### config.mk
export PLATFORM = sky130hd
export DESIGN_NAME = dec4_rr_arbiter
export DESIGN_NICKNAME = d
export VERILOG_FILES = /design/src/rtl/dec4_rr_arbiter.sv
export SDC_FILE = /design/constraint.sdc
export NUM_CORES = 1
export LEC_CHECK = 0
export CORE_AREA = 2 2 39 41
export DETAILED_ROUTE_END_ITERATION = 16
export DIE_AREA = 0 0 41 43
export GPL_ROUTABILITY_DRIVEN = 0
export HOLD_SLACK_MARGIN = 0.08
export PLACE_DENSITY = 0.75
export SYNTH_ARGS = -nofsm -noshare
export SYNTH_HDL_FRONTEND = slang
export SYNTH_SLANG_ARGS = --single-unit
### constraint.sdc
create_clock -name clk -period 2.2 [get_ports clk]
set_input_delay 0.66 -clock clk [delete_from_list [all_inputs] [get_ports clk]]
set_output_delay 0.66 -clock clk [all_outputs]
set_load 0.05 [all_outputs]
### src/rtl/dec4_rr_arbiter.sv
// dec4_rr_arbiter
//   Four-way round-robin arbiter. The winner is held as a 2-bit index, and
//   the one-hot grant bus is a registered 2-to-4 decode of that index. An
//   owner keeps the grant until it drops its request. Every release is
//   followed by one GAP cycle with no grant. The arbiter then returns to
//   IDLE and arbitrates on the next edge.
//
//   Optional build macro: ARB_TIMEOUT_EN
//     When defined, an owner that stays BUSY for HOLD_MAX cycles is forced
//     off, and timeout pulses for the GAP cycle that follows.
//     When undefined, there is no hold limit and timeout is always 0.
//
// Ports
//   clk      rising-edge clock
//   rst_n    asynchronous active-low reset
//   req      [3:0] level requests; the owner holds its bit for the whole transaction
//   gnt      [3:0] one-hot grant; all-zero when there is no owner
//   gnt_idx  [1:0] index of the current owner; valid only while gnt_vld=1
//   gnt_vld  high while an owner exists (BUSY)
//   timeout  one-cycle pulse on a forced release
module dec4_rr_arbiter #(
  parameter int unsigned HOLD_MAX = 16,
  parameter int unsigned CNT_W    = 8
) (
  input  logic       clk,
  input  logic       rst_n,
  input  logic [3:0] req,
  output logic [3:0] gnt,
  output logic [1:0] gnt_idx,
  output logic       gnt_vld,
  output logic       timeout
);

`ifdef ARB_TIMEOUT_EN
  localparam bit TO_EN = 1'b1;
`else
  localparam bit TO_EN = 1'b0;
`endif

  localparam logic [CNT_W-1:0] HOLD_LIM = CNT_W'(HOLD_MAX - 1);

  typedef enum logic [1:0] {IDLE, BUSY, GAP} state_t;

  state_t           state_q, state_d;
  logic [1:0]       ptr_q, ptr_d;
  logic [1:0]       idx_q, idx_d;
  logic             vld_q, vld_d;
  logic [3:0]       gnt_q, gnt_d;
  logic             to_q, to_d;
  logic [CNT_W-1:0] cnt_q, cnt_d;

  logic [1:0]       win;
  logic [1:0]       k;
  logic             found;
  logic             hold_hit;

  function automatic logic [3:0] dec4(input logic [1:0] i);
    return 4'b0001 << i;
  endfunction

  // Search starts at ptr and wraps 3 -> 0. The first set bit wins.
  always_comb begin
    win   = 2'd0;
    k     = 2'd0;
    found = 1'b0;
    for (int i = 0; i < 4; i++) begin
      k = ptr_q + 2'(i);
      if (!found && req[k]) begin
        win   = k;
        found = 1'b1;
      end
    end
  end

  // The counter reads 0 on the first BUSY cycle. Reaching HOLD_LIM therefore
  // means the owner has already held the grant for HOLD_MAX cycles.
  assign hold_hit = TO_EN && (cnt_q == HOLD_LIM);

  always_comb begin
    state_d = state_q;
    ptr_d   = ptr_q;
    idx_d   = idx_q;
    vld_d   = vld_q;
    gnt_d   = gnt_q;
    to_d    = 1'b0;
    cnt_d   = cnt_q;
    case (state_q)
      IDLE: begin
        if (|req) begin
          idx_d   = win;
          vld_d   = 1'b1;
          gnt_d   = dec4(win);
          cnt_d   = '0;
          state_d = BUSY;
        end
      end
      BUSY: begin
        if (cnt_q != '1) cnt_d = cnt_q + 1'b1;
        // A normal release takes precedence over a coincident timeout.
        if (!req[idx_q]) begin
          state_d = GAP;
          ptr_d   = idx_q + 2'd1;
          vld_d   = 1'b0;
          gnt_d   = 4'b0000;
        end else if (hold_hit) begin
          state_d = GAP;
          ptr_d   = idx_q + 2'd1;
          vld_d   = 1'b0;
          gnt_d   = 4'b0000;
          to_d    = 1'b1;
        end
      end
      GAP: begin
        cnt_d   = '0;
        state_d = IDLE;
      end
      default: begin
        state_d = IDLE;
        vld_d   = 1'b0;
        gnt_d   = 4'b0000;
      end
    endcase
  end

  always_ff @(posedge clk or negedge rst_n) begin
    if (!rst_n) begin
      state_q <= IDLE;
      ptr_q   <= 2'd0;
      idx_q   <= 2'd0;
      vld_q   <= 1'b0;
      gnt_q   <= 4'b0000;
      to_q    <= 1'b0;
      cnt_q   <= '0;
    end else begin
      state_q <= state_d;
      ptr_q   <= ptr_d;
      idx_q   <= idx_d;
      vld_q   <= vld_d;
      gnt_q   <= gnt_d;
      to_q    <= to_d;
      cnt_q   <= cnt_d;
    end
  end

  assign gnt     = gnt_q;
  assign gnt_idx = idx_q;
  assign gnt_vld = vld_q;
  assign timeout = to_q;

endmodule

; ---- Word level (Yosys, flattened, before mapping)
; Cells that the tools add are included.
[totals]
output_inout_bits = 8
input_bits = 6
register_bits = 11
[op_classes]
n_eq_ne = 4
magnitude_cmp = 5
n_shift = 1
n_reduce_logical = 12
add_sub_neg = 4
mux = 26
bitwise = 2
[ops]
columns = op, n
row1 = "less-than comparator 2 x 3 -> 1 bit, second input constant", 5
row2 = 2-to-1 mux 2 bit, 6
row3 = one-hot mux 4 bit (3 select lines), 1
row4 = binary-select mux 1 bit (select 2 bit), 5
row5 = 2-to-1 mux 1 bit, 10
row6 = 2-to-1 mux 4 bit, 2
row7 = AND reduction 2 bit, 3
row8 = "adder 2 x 1 -> 2 bit, second input constant", 2
row9 = "adder 2 bit, second input constant", 2
row10 = "!= test 2 bit, second input constant", 2
row11 = one-hot mux 2 bit (2 select lines), 1
row12 = OR reduction 4 bit, 1
row13 = "left shift 1 x 2 -> 4 bit, first input constant", 1
row14 = logical AND 1 bit, 3
row15 = logical NOT 1 bit, 3
row16 = one-hot mux 1 bit (3 select lines), 1
row17 = AND reduction 3 bit, 1
row18 = "equality test 2 x 1 -> 1 bit, second input constant", 1
row19 = "equality test 2 bit, second input constant", 1
row20 = logical NOT 2 bit, 1
row21 = inverter 1 bit, 2

; ---- Depth between registers and ports, before layout
[logic_depth]
word_depth = 15
ltp_mapped = 5
mapped_depth_nobuf = 4

; ---- Worst setup path before layout
; OpenSTA, ideal clock, no wires.
[synth_path]
path_type = register to register
from = register idx_q[0] (netlist: gnt_idx[0])
to = register ptr_q[0]
stages_incl_launch_ff = 4
arrival_time_ps = 1660
setup_time_ps = 154
required_time_ps = 2046
path_buffers = 0
period_less_slack_ps = 1813
slack_ps = 387
cell_sequence = dfrtp_1 mux4_2 nor3b_4 a21oi_1
[synth_via]
elab_chain_cells = 4
[synth_lines]
columns = item, line_no
row1 = "start, declared", 46  ; logic [1:0] idx_q, idx_d;
row2 = "start signal, assigned", 137  ; idx_q <= idx_d;
row3 = binary-select mux 1 bit (select 2 bit), 100  ; if (!req[idx_q]) begin
row4 = 2-to-1 mux 1 bit (implied by the code), 100
row5 = inverter 1 bit (no line), -
row6 = AND reduction 2 bit (no line), -
row7 = "end signal, assigned", 136  ; ptr_q <= ptr_d;
row8 = "end, declared", 45  ; logic [1:0] ptr_q, ptr_d;
; Several ways; a longest one is shown, not always the timed one. The select of a mux whose other input is x is not followed.
; A chain may end at the register's enable or synchronous reset.

; ---- Worst setup path after layout
[layout_path]
from = register gnt_q[1] (netlist: gnt[1])
to = output port gnt[1]
[layout_rtl]
columns = item, line_no
row1 = "start, declared", 48  ; logic [3:0] gnt_q, gnt_d;
row2 = "start signal, assigned", 139  ; gnt_q <= gnt_d;
row3 = "end, declared", 28  ; output logic [3:0] gnt,
; No word-level cell between the ends.

==> results.sh <==
export IMPL_status="completed"
export IMPL_insertion_delay_ns=0.27
export IMPL_critPathKind="reg -> out"
export IMPL_synth_largest_area_cell="dfrtp_1"
export IMPL_dr_pass1_iters=4
export IMPL_dieWidth_um=41
export IMPL_post_route_period_util_pct=95.64
export IMPL_clock_sinks=11
export IMPL_drt_iter0_drc=8
export IMPL_crit_path_max_fanout=2
export IMPL_layout_setup_ws_ns=0.09586
export IMPL_report_final_slew_viol_count=0
export IMPL_drc=0
export IMPL_switching_share_pct=46.90
export IMPL_postSynthAreaPerCell_um2=10.20
export IMPL_cts_tree="built"
export IMPL_grt_use_total_pct=17.74
export IMPL_coreArea_mm2=0.001384
export IMPL_syn_inst=59
export IMPL_die_area_mm2=0.001763
export IMPL_avgViaCountPerCell=5.542
export IMPL_ys_warn_count=0
export IMPL_crit_arrival_ns=1.44
export IMPL_grt_max_degree=12
export IMPL_max_freq_mhz=475.3
export IMPL_total_power_w=0.001201
export IMPL_p_switching_w=0.0005635
export IMPL_synth_top_family_by_area="compound AO/OA/AOI/OAI gates"
export IMPL_p_int_w=0.0006379
export IMPL_clkPwrFrac_pct=11.5
export IMPL_root_buffer="clkbuf_4"
export IMPL_nets=87
export IMPL_finalSetupViolCount=0
export IMPL_hold_class="reg -> reg"
export IMPL_power_density_mw_per_mm2=1496
export IMPL_worstPathRequired_ns=1.54
export IMPL_critPathSlowestCell="clkdlybuf4s50_1"
export IMPL_postSynthNetCount=65
export IMPL_dpl_worst_slack_ns=-0.07405
export IMPL_ctsResizeCount=0
export IMPL_leakagePower_nw=0.3644
export IMPL_crit_chain="clkdlybuf4s50_1"
export IMPL_vias=532
export IMPL_ios=14
export IMPL_fp_row_count=14
export IMPL_rsz0062_at_grt="false"
export IMPL_critPathMaxStageDelay_ns=0.81
export IMPL_hold_viol=0
export IMPL_overflow=0
export IMPL_grt_first_pass_wirelength_um=2063
export IMPL_cts_max_level=1
export IMPL_cp_top_family="buffers and inverters"
export IMPL_synthMuxAreaShare_pct=5.405
export IMPL_post_cts_buffers=0
export IMPL_ctsHoldBuffers=0
export IMPL_fin_crit_ns=2.104
export IMPL_critPathBufInv=1
export IMPL_final_cell_mix="dfrtp_1 (11), buf_4 (11), clkdlybuf4s50_1 (9)"
export IMPL_synth_seq_cells=11
export IMPL_wl_per_cell_um=13.26
export IMPL_startpoint_type="register"
export IMPL_antenna_found_initial=0
export IMPL_antenna_cells=0
export IMPL_drive_above_1_share_pct=21.25
export IMPL_grt_pass1_vias=504
export IMPL_power_frac_comb_pct=54.6
export IMPL_skew_ns=0.007888
export IMPL_endpoint_kind="primary output"
export IMPL_maxCapViolCount=0
export IMPL_initial_utilization_pct=43.49
export IMPL_syn_cell_area_um2=601.8
export IMPL_synth_xor_area_share_pct=1.455
export IMPL_synth_cell_types=29
export IMPL_die_y_um=43
export IMPL_max_slew_margin_pct=66.87
export IMPL_port_buffers=12
export IMPL_worst_pin_slew_ns=0.4955
export IMPL_cts_buffers=3
export IMPL_pwr_share_seq_pct=33.9
export IMPL_hpwl_um=978.2
export IMPL_cts_max_path_buffers=2
export IMPL_wirelength_um=1273
export IMPL_synth_top_area_share_pct=45.74
export IMPL_yosys_area_share_simple_pct=18.30
export IMPL_areaGrowthSynthToFinish_pct=33.47
export IMPL_synthAdderAreaFrac_pct=0
export IMPL_yosysSeqAreaShare_pct=45.74
export IMPL_path_clk_slew_ns=0.07
export IMPL_synth_area_top_cells="dfrtp_1 (46%), a32o_1 (6.7%), o21ai_0 (4.2%)"
export IMPL_route_antenna_remaining_nets=0
export IMPL_synth_compound_area_share_pct=24.32
export IMPL_ir_worst_vdd_uv=702.7
power groups by stage:
| stage | combinational, W | sequential (W) | clock [W] |
|---|---|---|---|
| final | 0.000655 | 0.000407 | 0.000139 |
| after global routing | 0.000712 | 0.000420 | 0.000152 |
| after CTS | 0.000662 | 0.000407 | 0.000141 |
| after detailed placement | 0.000656 | 0.000409 | 0 |
| after global placement | 0.000651 | 0.000406 | 0 |
| after floorplan | 0.000311 | 0.000549 | 0 |
area by class of cell:
cell class | instances | area, µm²
clock buffer | 4 | 26.28
fill | 118 | 580.6
inverter | 2 | 7.507
multi-input combinational | 43 | 301.5
sequential | 11 | 275.3
tap | 16 | 20.02
timing repair buffer | 20 | 172.7
registers in the layout (all words and copies together) (netlist names):
signal,flops
gnt_vld,1
state_q,2
gnt,4
gnt_idx,2
ptr_q,2
kinds of logic after synthesis:
logic type	after synthesis
AOI/OAI and AO/OA	21
muxes	2
and+or+nand+nor	18
buffers and inverters	5
DFF	11
other	1
xor gates and xnor gates	1
metrics by stage:
| step | instances | hold WS [ns] | instance area [µm²] | setup TNS (ns) | utilization [%] |
|---|---|---|---|---|---|
| after floorplan | 59 | 0.3644 | 601.8 | 0 | - |
| after CTS | 96 | 0.5448 | 803.3 | 0 | 58.05 |
| final | 96 | 0.5371 | 803.3 | 0 | 58.05 |
| after global routing | 96 | 0.5572 | 803.3 | 0 | 58.05 |
| after detailed placement | 92 | 0.5163 | 777.0 | -0.2672 | 56.15 |
| after global placement | 92 | 0.5165 | 777.0 | -0.2750 | 56.15 |
path summary, 6_finish.rpt:
kind | cells past startpoint | start | to | slack (ns)
max in group asynchronous | 1 | rst_n | state_q[0] | 1.16
min reg2reg | 1 | gnt[0] | gnt[0] | 0.54
min in group asynchronous | 1 | rst_n | gnt[1] | 0.71
min | 1 | gnt[0] | gnt[0] | 0.54
max | 1 | gnt[1] | gnt[1] | 0.1
max reg2reg | 4 | gnt_idx[0] | ptr_q[0] | 0.56
layer usage:
metal	share of wire, %	global-route usage [%]	vias to the layer above
li1	-	-	259
met1	46	22.07	251
met2	47	26.56	18
met3	5.0	4.712	4
met4	1.3	10.00	0
met5	0	0	-
cell usage after synthesis:
library cell / number
nor3b_4: 1
nand3b_1: 1
nor2_1: 5
o211ai_1: 1
or3_1: 1
nor2b_1: 2
a21oi_1: 4
nor4_1: 1
a32o_1: 4
a211oi_1: 1
mux2i_1: 1
and4_1: 1
nor3_1: 1
nand2_1: 3
dfrtp_1: 11
a21o_1: 2
and3b_1: 1
o22ai_1: 1
a21o_2: 1
nand2b_1: 1
a31oi_1: 1
o21ai_0: 5
xor2_1: 1
conb_1: 1
inv_1: 2
o211a_1: 1
clkbuf_2: 2
buf_4: 1
mux4_2: 1
Power figures use the tool's default switching activity.
